$ cat src/rtl/alu_control_lm_19101664_pkg.sv
// -----------------------------------------------------------------------------
// alu_control_lm_19101664_pkg
// Shared definitions for the ALU control block:
//   - ALUop class encodings coming from the main control unit
//   - R-type funct[3:0] constants that the decoder recognises
//   - 4-bit ALU control codes driven to the datapath ALU
//   - a packed struct carrying one decode result (code + illegal flag)
// -----------------------------------------------------------------------------
package alu_control_lm_19101664_pkg;

   // ALU class selected by the main control unit. 2'b11 is not named:
   // it behaves exactly like RTYPE because only bit 1 selects R-type decode.
   typedef enum logic [1:0] {
      ALUOP_LW_SW = 2'b00,
      ALUOP_BEQ   = 2'b01,
      ALUOP_RTYPE = 2'b10
   } aluop_e;

   // Recognised R-type funct[3:0] patterns (funct[5:4] is never examined).
   localparam logic [3:0] FUNCT_ADD = 4'b0000;
   localparam logic [3:0] FUNCT_SUB = 4'b0010;
   localparam logic [3:0] FUNCT_AND = 4'b0100;
   localparam logic [3:0] FUNCT_OR  = 4'b0101;
   localparam logic [3:0] FUNCT_NOR = 4'b0111;
   localparam logic [3:0] FUNCT_SLT = 4'b1010;

   // ALU control codes.
   localparam logic [3:0] ALU_AND = 4'b0000;
   localparam logic [3:0] ALU_OR  = 4'b0001;
   localparam logic [3:0] ALU_ADD = 4'b0010;
   localparam logic [3:0] ALU_SUB = 4'b0110;
   localparam logic [3:0] ALU_SLT = 4'b0111;
   localparam logic [3:0] ALU_NOR = 4'b1100;

   // One decode result.
   typedef struct packed {
      logic [3:0] code;
      logic       illegal;
   } decode_t;

   // Both 2'b10 and 2'b11 request funct decode; bit 1 alone decides it.
   function automatic logic is_rtype(input logic [1:0] aluop);
      return aluop[1];
   endfunction

endpackage : alu_control_lm_19101664_pkg

$ cat src/rtl/alu_control_lm_19101664_alu_ctrl_decode.sv
// -----------------------------------------------------------------------------
// alu_ctrl_decode
// Purely combinational ALU control decode.
// Ports:
//   funcfield [5:0] in  : R-type funct field (instr[5:0])
//   ALUop     [1:0] in  : main-control ALU class
//   code      [3:0] out : ALU control code
//   illegal         out : high when an R-type funct[3:0] is not supported
// Every input combination yields a defined code; unsupported R-type functs
// fall back to ADD so the datapath never sees an undefined operation.
// -----------------------------------------------------------------------------
module alu_ctrl_decode
   import alu_control_lm_19101664_pkg::*;
(
   input  logic [5:0] funcfield,
   input  logic [1:0] ALUop,
   output logic [3:0] code,
   output logic       illegal
);

   decode_t    dec_s;
   logic [3:0] funct_lo_s;
   logic       unused_funct_hi_s;

   assign funct_lo_s = funcfield[3:0];

   // Upper funct bits are deliberately ignored by the decode.
   assign unused_funct_hi_s = ^funcfield[5:4];

   // Decode ALU class first, then the R-type funct when requested.
   always_comb begin
      dec_s.code    = ALU_ADD;
      dec_s.illegal = 1'b0;
      if (is_rtype(ALUop)) begin
         case (funct_lo_s)
            FUNCT_ADD: dec_s.code = ALU_ADD;
            FUNCT_SUB: dec_s.code = ALU_SUB;
            FUNCT_AND: dec_s.code = ALU_AND;
            FUNCT_OR:  dec_s.code = ALU_OR;
            FUNCT_NOR: dec_s.code = ALU_NOR;
            FUNCT_SLT: dec_s.code = ALU_SLT;
            default: begin
               dec_s.code    = ALU_ADD;
               dec_s.illegal = 1'b1;
            end
         endcase
      end else begin
         case (ALUop)
            ALUOP_LW_SW: dec_s.code = ALU_ADD;
            ALUOP_BEQ:   dec_s.code = ALU_SUB;
            default:     dec_s.code = ALU_ADD;
         endcase
      end
   end

   assign code    = dec_s.code;
   assign illegal = dec_s.illegal;

endmodule : alu_ctrl_decode

$ cat src/rtl/alu_control_lm_19101664.sv
// -----------------------------------------------------------------------------
// alu_control_lm_19101664
// Registered ALU control unit: one-cycle latency from a valid input to the
// ALU control code.
// Ports:
//   clk                in  : rising-edge clock
//   rst_n              in  : asynchronous active-low reset
//   funcfield    [5:0] in  : R-type funct field
//   ALUop        [1:0] in  : main-control ALU class
//   in_valid           in  : qualifies funcfield/ALUop this cycle
//   ALUoperation [3:0] out : registered ALU control code
//   out_valid          out : registered; result captured on the last edge
//   illegal            out : registered; captured R-type funct unsupported
// When in_valid is low the code and illegal flag hold, only out_valid drops.
// -----------------------------------------------------------------------------
module alu_control_lm_19101664
   import alu_control_lm_19101664_pkg::*;
(
   input  logic       clk,
   input  logic       rst_n,
   input  logic [5:0] funcfield,
   input  logic [1:0] ALUop,
   input  logic       in_valid,
   output logic [3:0] ALUoperation,
   output logic       out_valid,
   output logic       illegal
);

   logic [3:0] dec_code_s;
   logic       dec_illegal_s;

   alu_ctrl_decode u_decode (
      .funcfield (funcfield),
      .ALUop     (ALUop),
      .code      (dec_code_s),
      .illegal   (dec_illegal_s)
   );

   // Output registers: capture decode on a valid edge, otherwise hold.
   always_ff @(posedge clk or negedge rst_n) begin
      if (!rst_n) begin
         ALUoperation <= 4'b0000;
         illegal      <= 1'b0;
         out_valid    <= 1'b0;
      end else if (in_valid) begin
         ALUoperation <= dec_code_s;
         illegal      <= dec_illegal_s;
         out_valid    <= 1'b1;
      end else begin
         ALUoperation <= ALUoperation;
         illegal      <= illegal;
         out_valid    <= 1'b0;
      end
   end

endmodule : alu_control_lm_19101664

$ cat config.mk
export PLATFORM = sky130hd
export DESIGN_NAME = alu_control_lm_19101664
export DESIGN_NICKNAME = d
export VERILOG_FILES = /design/src/rtl/alu_control_lm_19101664_pkg.sv /design/src/rtl/alu_control_lm_19101664_alu_ctrl_decode.sv /design/src/rtl/alu_control_lm_19101664.sv
export SDC_FILE = /design/constraint.sdc
export NUM_CORES = 1
export LEC_CHECK = 0
export BUFFER_PORTS_ARGS = -buffer_cell sky130_fd_sc_hd__buf_2
export CAP_MARGIN = 20
export CORE_AREA = 3 3 40 42
export DETAILED_ROUTE_END_ITERATION = 12
export DIE_AREA = 0 0 43 45
export MAX_ROUTING_LAYER = met4
export PLACE_DENSITY = 0.52
export SETUP_SLACK_MARGIN = 0.3
export SLEW_MARGIN = 20
export SYNTH_ARGS = -nofsm -noshare
export SYNTH_HDL_FRONTEND = slang
export SYNTH_SLANG_ARGS = --single-unit
$ cat constraint.sdc
create_clock -name clk -period 0.93 [get_ports clk]
set_input_delay 0.1395 -clock clk [delete_from_list [all_inputs] [get_ports clk]]
set_output_delay 0.1395 -clock clk [all_outputs]
set_load 0.005 [all_outputs]
==> results of run 1 <==
## sequential cells by signal, indices dropped and copies added, names as in the netlist
name          flops
out_valid         1
ALUoperation      4
illegal           1
## report_power, final
part	leakage [nW]	switching, mW	internal (mW)
logic	0.128	0.0584	0.0644
registers	0.0729	0.00799	0.279
clock network	0.0138	0.0920	0.146
## placed cells by master, fill, tap and decap left out, types with 2 or more instances in the layout
cell / n
clkbuf_4: 3
nand3b_1: 2
dfrtp_1: 6
buf_2: 14
nand2_1: 3
nor2_1: 2
mux2i_1: 2
inv_1: 3
## worst paths after layout
path                                      start         endpoint  slack, ns
worst min register to register  ALUoperation[3]  ALUoperation[3]       0.53
min in group asynchronous                 rst_n        out_valid       0.25
worst max-delay path            ALUoperation[2]  ALUoperation[2]       0.04
worst min-delay path                   in_valid        out_valid       0.14
max in group asynchronous                 rst_n          illegal       0.54
worst max register to register  ALUoperation[2]  ALUoperation[2]       0.10
## metrics by stage
| step | cells | hold slack [ns] |
|---|---|---|
| final | 64 | 0.138 |
| after global routing | 64 | 0.130 |
| after CTS | 64 | 0.126 |
| after detailed placement | 59 | -0.0255 |
| after global placement | 59 | -0.0292 |
| after floorplan | 31 | -0.156 |
## area by class of cell
type                    count  area (um^2)
repair buffers             16         91.3
fillers                   146          832
multi-input cells          21          159
flip-flops and latches      6          150
well taps                  15         18.8
inverters                   3         11.3
clock buffers               3         22.5
## timing repair
action                                  4_1_cts  5_1_grt
hold buffers                                  1        0
buffers inserted                              1        0
pin swaps                                     1        0
resized for setup                             0        2
endpoints found under the setup margin       10       11
hold endpoints to repair                      6        0
## cells by family after synthesis
logic type	Yosys count	share of synthesized area [%]
flops	6	47.1
compound gates	8	20.4
mux	2	6.27
simple gates	11	21.2
buf+inv	4	5.10
## worst register-to-register path, cell delays in order, from the launching register on
cell     delay (ns)
dfrtp_1        0.38
buf_6          0.12
o221a_1        0.22
## metal layers
layer	vias up	GRT usage (%)	part of all wire, %
met5	-	-	0
met4	0	5.42	1.4
met3	4	5.98	10
met2	12	13.2	48
met1	138	7.84	40
li1	151	-	-
==> out/metrics.csv, run 1 <==
stage,metric,value,unit
outcome,status,completed,
synthesis,synthFlopType,dfrtp_1,
die,core-area,1280,um^2
global_routing,number_of_antenna_violations_at_the_first_check_in_global_routing,0,
die,die_height,45,um
critical_path,r2r_worst_path_depth,2,
die,io_pins,17,
synthesis,synthesized_nets,42,
global_routing,leftover_overflow_at_the_end_of_global_routing,0,
critical_path,cp_data_required_time,0.79,ns
sta,final_max_slew_viol_count,0,
sta,slew-limit-headroom,86.1,%
critical_path,crit_path_top_delay_cell,dfrtp_1,
global_routing,grt_start_max_net_pins,12,
cts,tritoncts.num_buffers,3,
global_routing,grt_util_all_layers,8.63,%
sta,timing_hold_violations_final,0,
die,die_area,1940,um^2
sta,timing.clock.skew,0,ns
cts,ctsRootBufferMaster,clkbuf_4,
die,effective_utilization_at_floorplan,24.8,%
critical_path,worstSetupStartpointType,flop,
synthesis,synthesis.area,319,um^2
synthesis,synth_edf_count,0,
critical_path,critical_path.max_stage_delay,0.38,ns
hold_path,holdPathStages,1,
place,placed_area,403,um^2
synthesis,post_synth_main_area_contributors,"dfrtp_1, mux2i_1, a41oi_2, nand3b_1, and4bb_1",
layout,nNetsFinal,62,
cts,clock-sinks,6,
synthesis,synth.avg_cell_area,10.3,um^2
cts,max-clock-path-buffers,2,
drt,antenna_violating_nets_post_route,0,
drt,detail_route.drc_violations,0,
sta,setup_ws,0.0431,ns
power,power-per-cell-area,1430,nW/um^2
critical_path,end_kind,primary output,
sta,setup_tns,0,ns
run,timing.max_cap.violations,0,
sta,max_slew.worst_pin.slew,0.208,ns
critical_path,timing_worst_setup_path_type,flop to primary output,
power,ir_worst_vdd,0.474,mV
synthesis,asyncSetResetFlopFracSynth,100,%
synthesis,ys_seq_area_share,47.1,%
critical_path,timing.critical_path.depth,1,
place,gpl_wtd_cong,0.773,
synthesis,cell_taking_the_most_area_after_synthesis,dfrtp_1,
critical_path,signal_arrival_time_at_the_worst_endpoint,0.75,ns
cts,worst_skew_pair.late_latency,0.24,ns
place,place_worst_setup_slack,0.0580,ns
global_routing,grt_pass1_wl,1.10,mm
cts,clock_tree_from_tritoncts,done,
sta,final_worst_path_period_share,95.4,%
power,power,648,uW
drt,drt-initial-drc-count,4,
layout,insertedDiodeCount,0,
drt,dr_total_vias,305,
layout,area_growth,42.0,%
critical_path,critical_path.top_delay_family,flip-flops,
die,chipWidth,43,um
sta,timing.fmax,1.13,GHz
global_routing,number_of_global_route_vias_before_repair,268,
power,static-leakage-power,0.215,nW
synthesis,netlist_instances,31,
synthesis,post_synth_num_cell_types,18,
sta,timing.final.setup_violations,0,
synthesis,synth_most_common_cell,dfrtp_1,
layout,finalCoreUtilization,35.2,%
synthesis,synth_top_area_share,47.1,%
critical_path,timing.critical_path.cells,buf_2,
cts,h-tree-depth,1,
synthesis,yosys_register_bits,6,
drt,routed_wire_length,714,um
drt,drt_pre_antenna_iters,4,
layout,finish.instance_area,453,um^2
cts,cts.clk_slew.worst_paths,0.04,ns
hold_path,hp-class,input port to flop,
layout,final_layout_size_suffix_gt1_share,44.9,%
place,io_buffers,14,
critical_path,worstPathMaxFanout,2,
synthesis,synth_top_cells_by_count,"dfrtp_1, inv_1, nand2_1",
drt,avgRoutedWirePerCell,11.2,um
die,num_rows,13,
critical_path,timing.critical_path.buf_inv,1,
drt,post_drt_via_cell_ratio,4.77,
sta,rsz0062_at_grt,true,
sta,min_period,0.887,ns
synthesis,ys_warn_count,0,
Note: power is estimated with default switching activity, not from simulation.
==> run 2, diff against run 1 <==
--- a/config.mk
+++ b/config.mk
@@ -5,7 +5,7 @@
 export SDC_FILE = /design/constraint.sdc
 export NUM_CORES = 1
 export LEC_CHECK = 0
-export BUFFER_PORTS_ARGS = -buffer_cell sky130_fd_sc_hd__buf_2
+export BUFFER_PORTS_ARGS = -buffer_cell sky130_fd_sc_hd__buf_4
 export CAP_MARGIN = 20
 export CORE_AREA = 3 3 40 42
 export DETAILED_ROUTE_END_ITERATION = 12
==> out/metrics.csv, run 2 (synthesis gave the netlist of run 1 again) <==
stage,metric,value,unit
layout,nNetsFinal,62,
critical_path,worstPathMaxFanout,2,
critical_path,timing.rr.end,ALUoperation[2],
sta,timing.final.setup_violations,0,
cts,worst_skew_pair.late_latency,0.24,ns
layout,largestRegisters,"ALUoperation: 4 flops, illegal: 1 flops, out_valid: 1 flops",
cts,cts.clk_slew.worst_paths,0.05,ns
place,place_worst_setup_slack,0.0800,ns
outcome,status,completed,
global_routing,number_of_antenna_violations_at_the_first_check_in_global_routing,0,
hold_path,holdPathStages,1,
power,ir_worst_vdd,0.633,mV
sta,final_worst_path_period_share,95.4,%
place,io_buffers,14,
global_routing,number_of_global_route_vias_before_repair,264,
sta,timing.fmax,1.13,GHz
cts,max-clock-path-buffers,2,
die,core-area,1280,um^2
die,die_height,45,um
critical_path,timing.critical_path.depth,1,
cts,h-tree-depth,1,
drt,dr_total_vias,307,
sta,setup_ws,0.0424,ns
power,static-leakage-power,0.230,nW
power,power-per-cell-area,1350,nW/um^2
critical_path,r2r_worst_path_depth,2,
drt,routed_wire_length,713,um
run,timing.max_cap.violations,0,
power,comb_power_share,21.8,%
layout,finish.instance_area,500,um^2
power,sequentialPowerShare,43.1,%
drt,antenna_violating_nets_post_route,0,
critical_path,crit_path_top_delay_cell,dfrtp_1,
critical_path,end_kind,primary output,
drt,post_drt_via_cell_ratio,4.80,
layout,max_flop_register,ALUoperation,
cts,clock_tree_from_tritoncts,done,
power,power_switching,161,uW
sta,timing_hold_violations_final,0,
cts,tritoncts.num_buffers,3,
critical_path,critical_path.max_stage_delay,0.39,ns
sta,setup_tns,0,ns
critical_path,timing.critical_path.buf_inv,1,
die,chipWidth,43,um
critical_path,critical_path.top_delay_family,flip-flops,
layout,final.fill_count,130,
critical_path,reg2reg_setup_slack,0.07,ns
layout,final_layout_size_suffix_gt1_share,42.9,%
die,num_rows,13,
drt,drt-initial-drc-count,3,
layout,insertedDiodeCount,0,
layout,largest_register_ffs,4,
critical_path,cp_data_required_time,0.79,ns
die,die_area,1940,um^2
sta,min_period,0.888,ns
cts,ctsRootBufferMaster,clkbuf_4,
place,placed_cells_incl_taps,59,
critical_path,worstSetupStartpointType,flop,
global_routing,leftover_overflow_at_the_end_of_global_routing,0,
drt,detail_route.drc_violations,0,
sta,hold_slack,0.105,ns
place,placed_area,438,um^2
layout,mostFrequentLayoutCells,"buf_4, dfrtp_1, buf_6",
global_routing,grt_util_all_layers,8.31,%
global_routing,grt_start_max_net_pins,12,
layout,finalCoreUtilization,38.9,%
power,power,675,uW
hold_path,min_delay_worst_endpoint,out_valid,
layout,most_common_library_cell_in_the_layout_ignoring_fill_and_taps,buf_4,
power,p_int,515,uW
critical_path,signal_arrival_time_at_the_worst_endpoint,0.75,ns
power,power.share.clock,35.2,%
hold_path,hp-class,input port to flop,
die,io_pins,17,
sta,final_max_slew_viol_count,0,
drt,drt_pre_antenna_iters,4,
global_routing,grt_pass1_wl,1.12,mm
power,switching_share,23.8,%
layout,area_growth,56.9,%
critical_path,timing_worst_setup_path_type,flop to primary output,
die,effective_utilization_at_floorplan,24.8,%
critical_path,r2r-start,ALUoperation[2],
layout,count_of_non_filler_cells_in_the_finished_layout,64,
hold_path,hold_path_startpoint,in_valid,
drt,avgRoutedWirePerCell,11.1,um
sta,max_slew.worst_pin.slew,0.165,ns
cts,clock-sinks,6,
sta,rsz0062_at_grt,true,
sta,timing.clock.skew,0,ns
place,gpl_wtd_cong,0.785,
sta,slew-limit-headroom,88.7,%
critical_path,timing.critical_path.cells,buf_6,
[run 2: cell count changes in the layout (fill, tap and decap cells not counted)]
cell and delta:
buf_2 -14, buf_4 +9, buf_6 +5, o22ai_1 +1, o22ai_2 -1
[run 2: what timing repair did]
action / CTS / global route
hold buffers: 1 / 0
endpoints found under the setup margin: 8 / 11
pin swaps: 0 / 1
resized for setup: 6 / 0
hold endpoints to repair: 6 / 0
buffers inserted: 1 / 0
[run 2: area by class of cell]
class / instances / area [um^2] / area share, %
multi-input cells: 21 / 153 / 30.5
well taps: 15 / 18.8 / 3.75
clock buffers: 3 / 22.5 / 4.50
repair buffers: 16 / 145 / 29.0
inverters: 3 / 11.3 / 2.25
flip-flops and latches: 6 / 150 / 30.0
[run 2: how the worst max path moves through the flow]
stage / slack (ns) / endpoint / startpoint
detailed placement: 0.08 / ALUoperation[0] / funcfield[2]
floorplan: 0.21 / ALUoperation[2] / ALUoperation[2]
global route: 0.008 / illegal / illegal
global placement: 0.09 / ALUoperation[0] / funcfield[2]
CTS: 0.03 / ALUoperation[3] / ALUoperation[3]
finish: 0.04 / ALUoperation[3] / ALUoperation[3]
[run 2: power by group through the flow]
stage | registers, mW | clock network (mW) | logic (mW)
6_report | 0.291 | 0.238 | 0.147
5_1_grt | 0.294 | 0.262 | 0.163
3_5_place_dp | 0.292 | 0 | 0.127
2_1_floorplan | 0.293 | 0 | 0.0513
3_3_place_gp | 0.292 | 0 | 0.127
4_1_cts | 0.291 | 0.248 | 0.149
[run 2: metal layers]
metal,up-vias,share of wire (%),GRT usage [%]
li1,147,-,-
met1,149,40,9.16
met2,11,50,13.2
met3,0,9.7,4.78
met4,0,0,1.81
met5,-,0,-
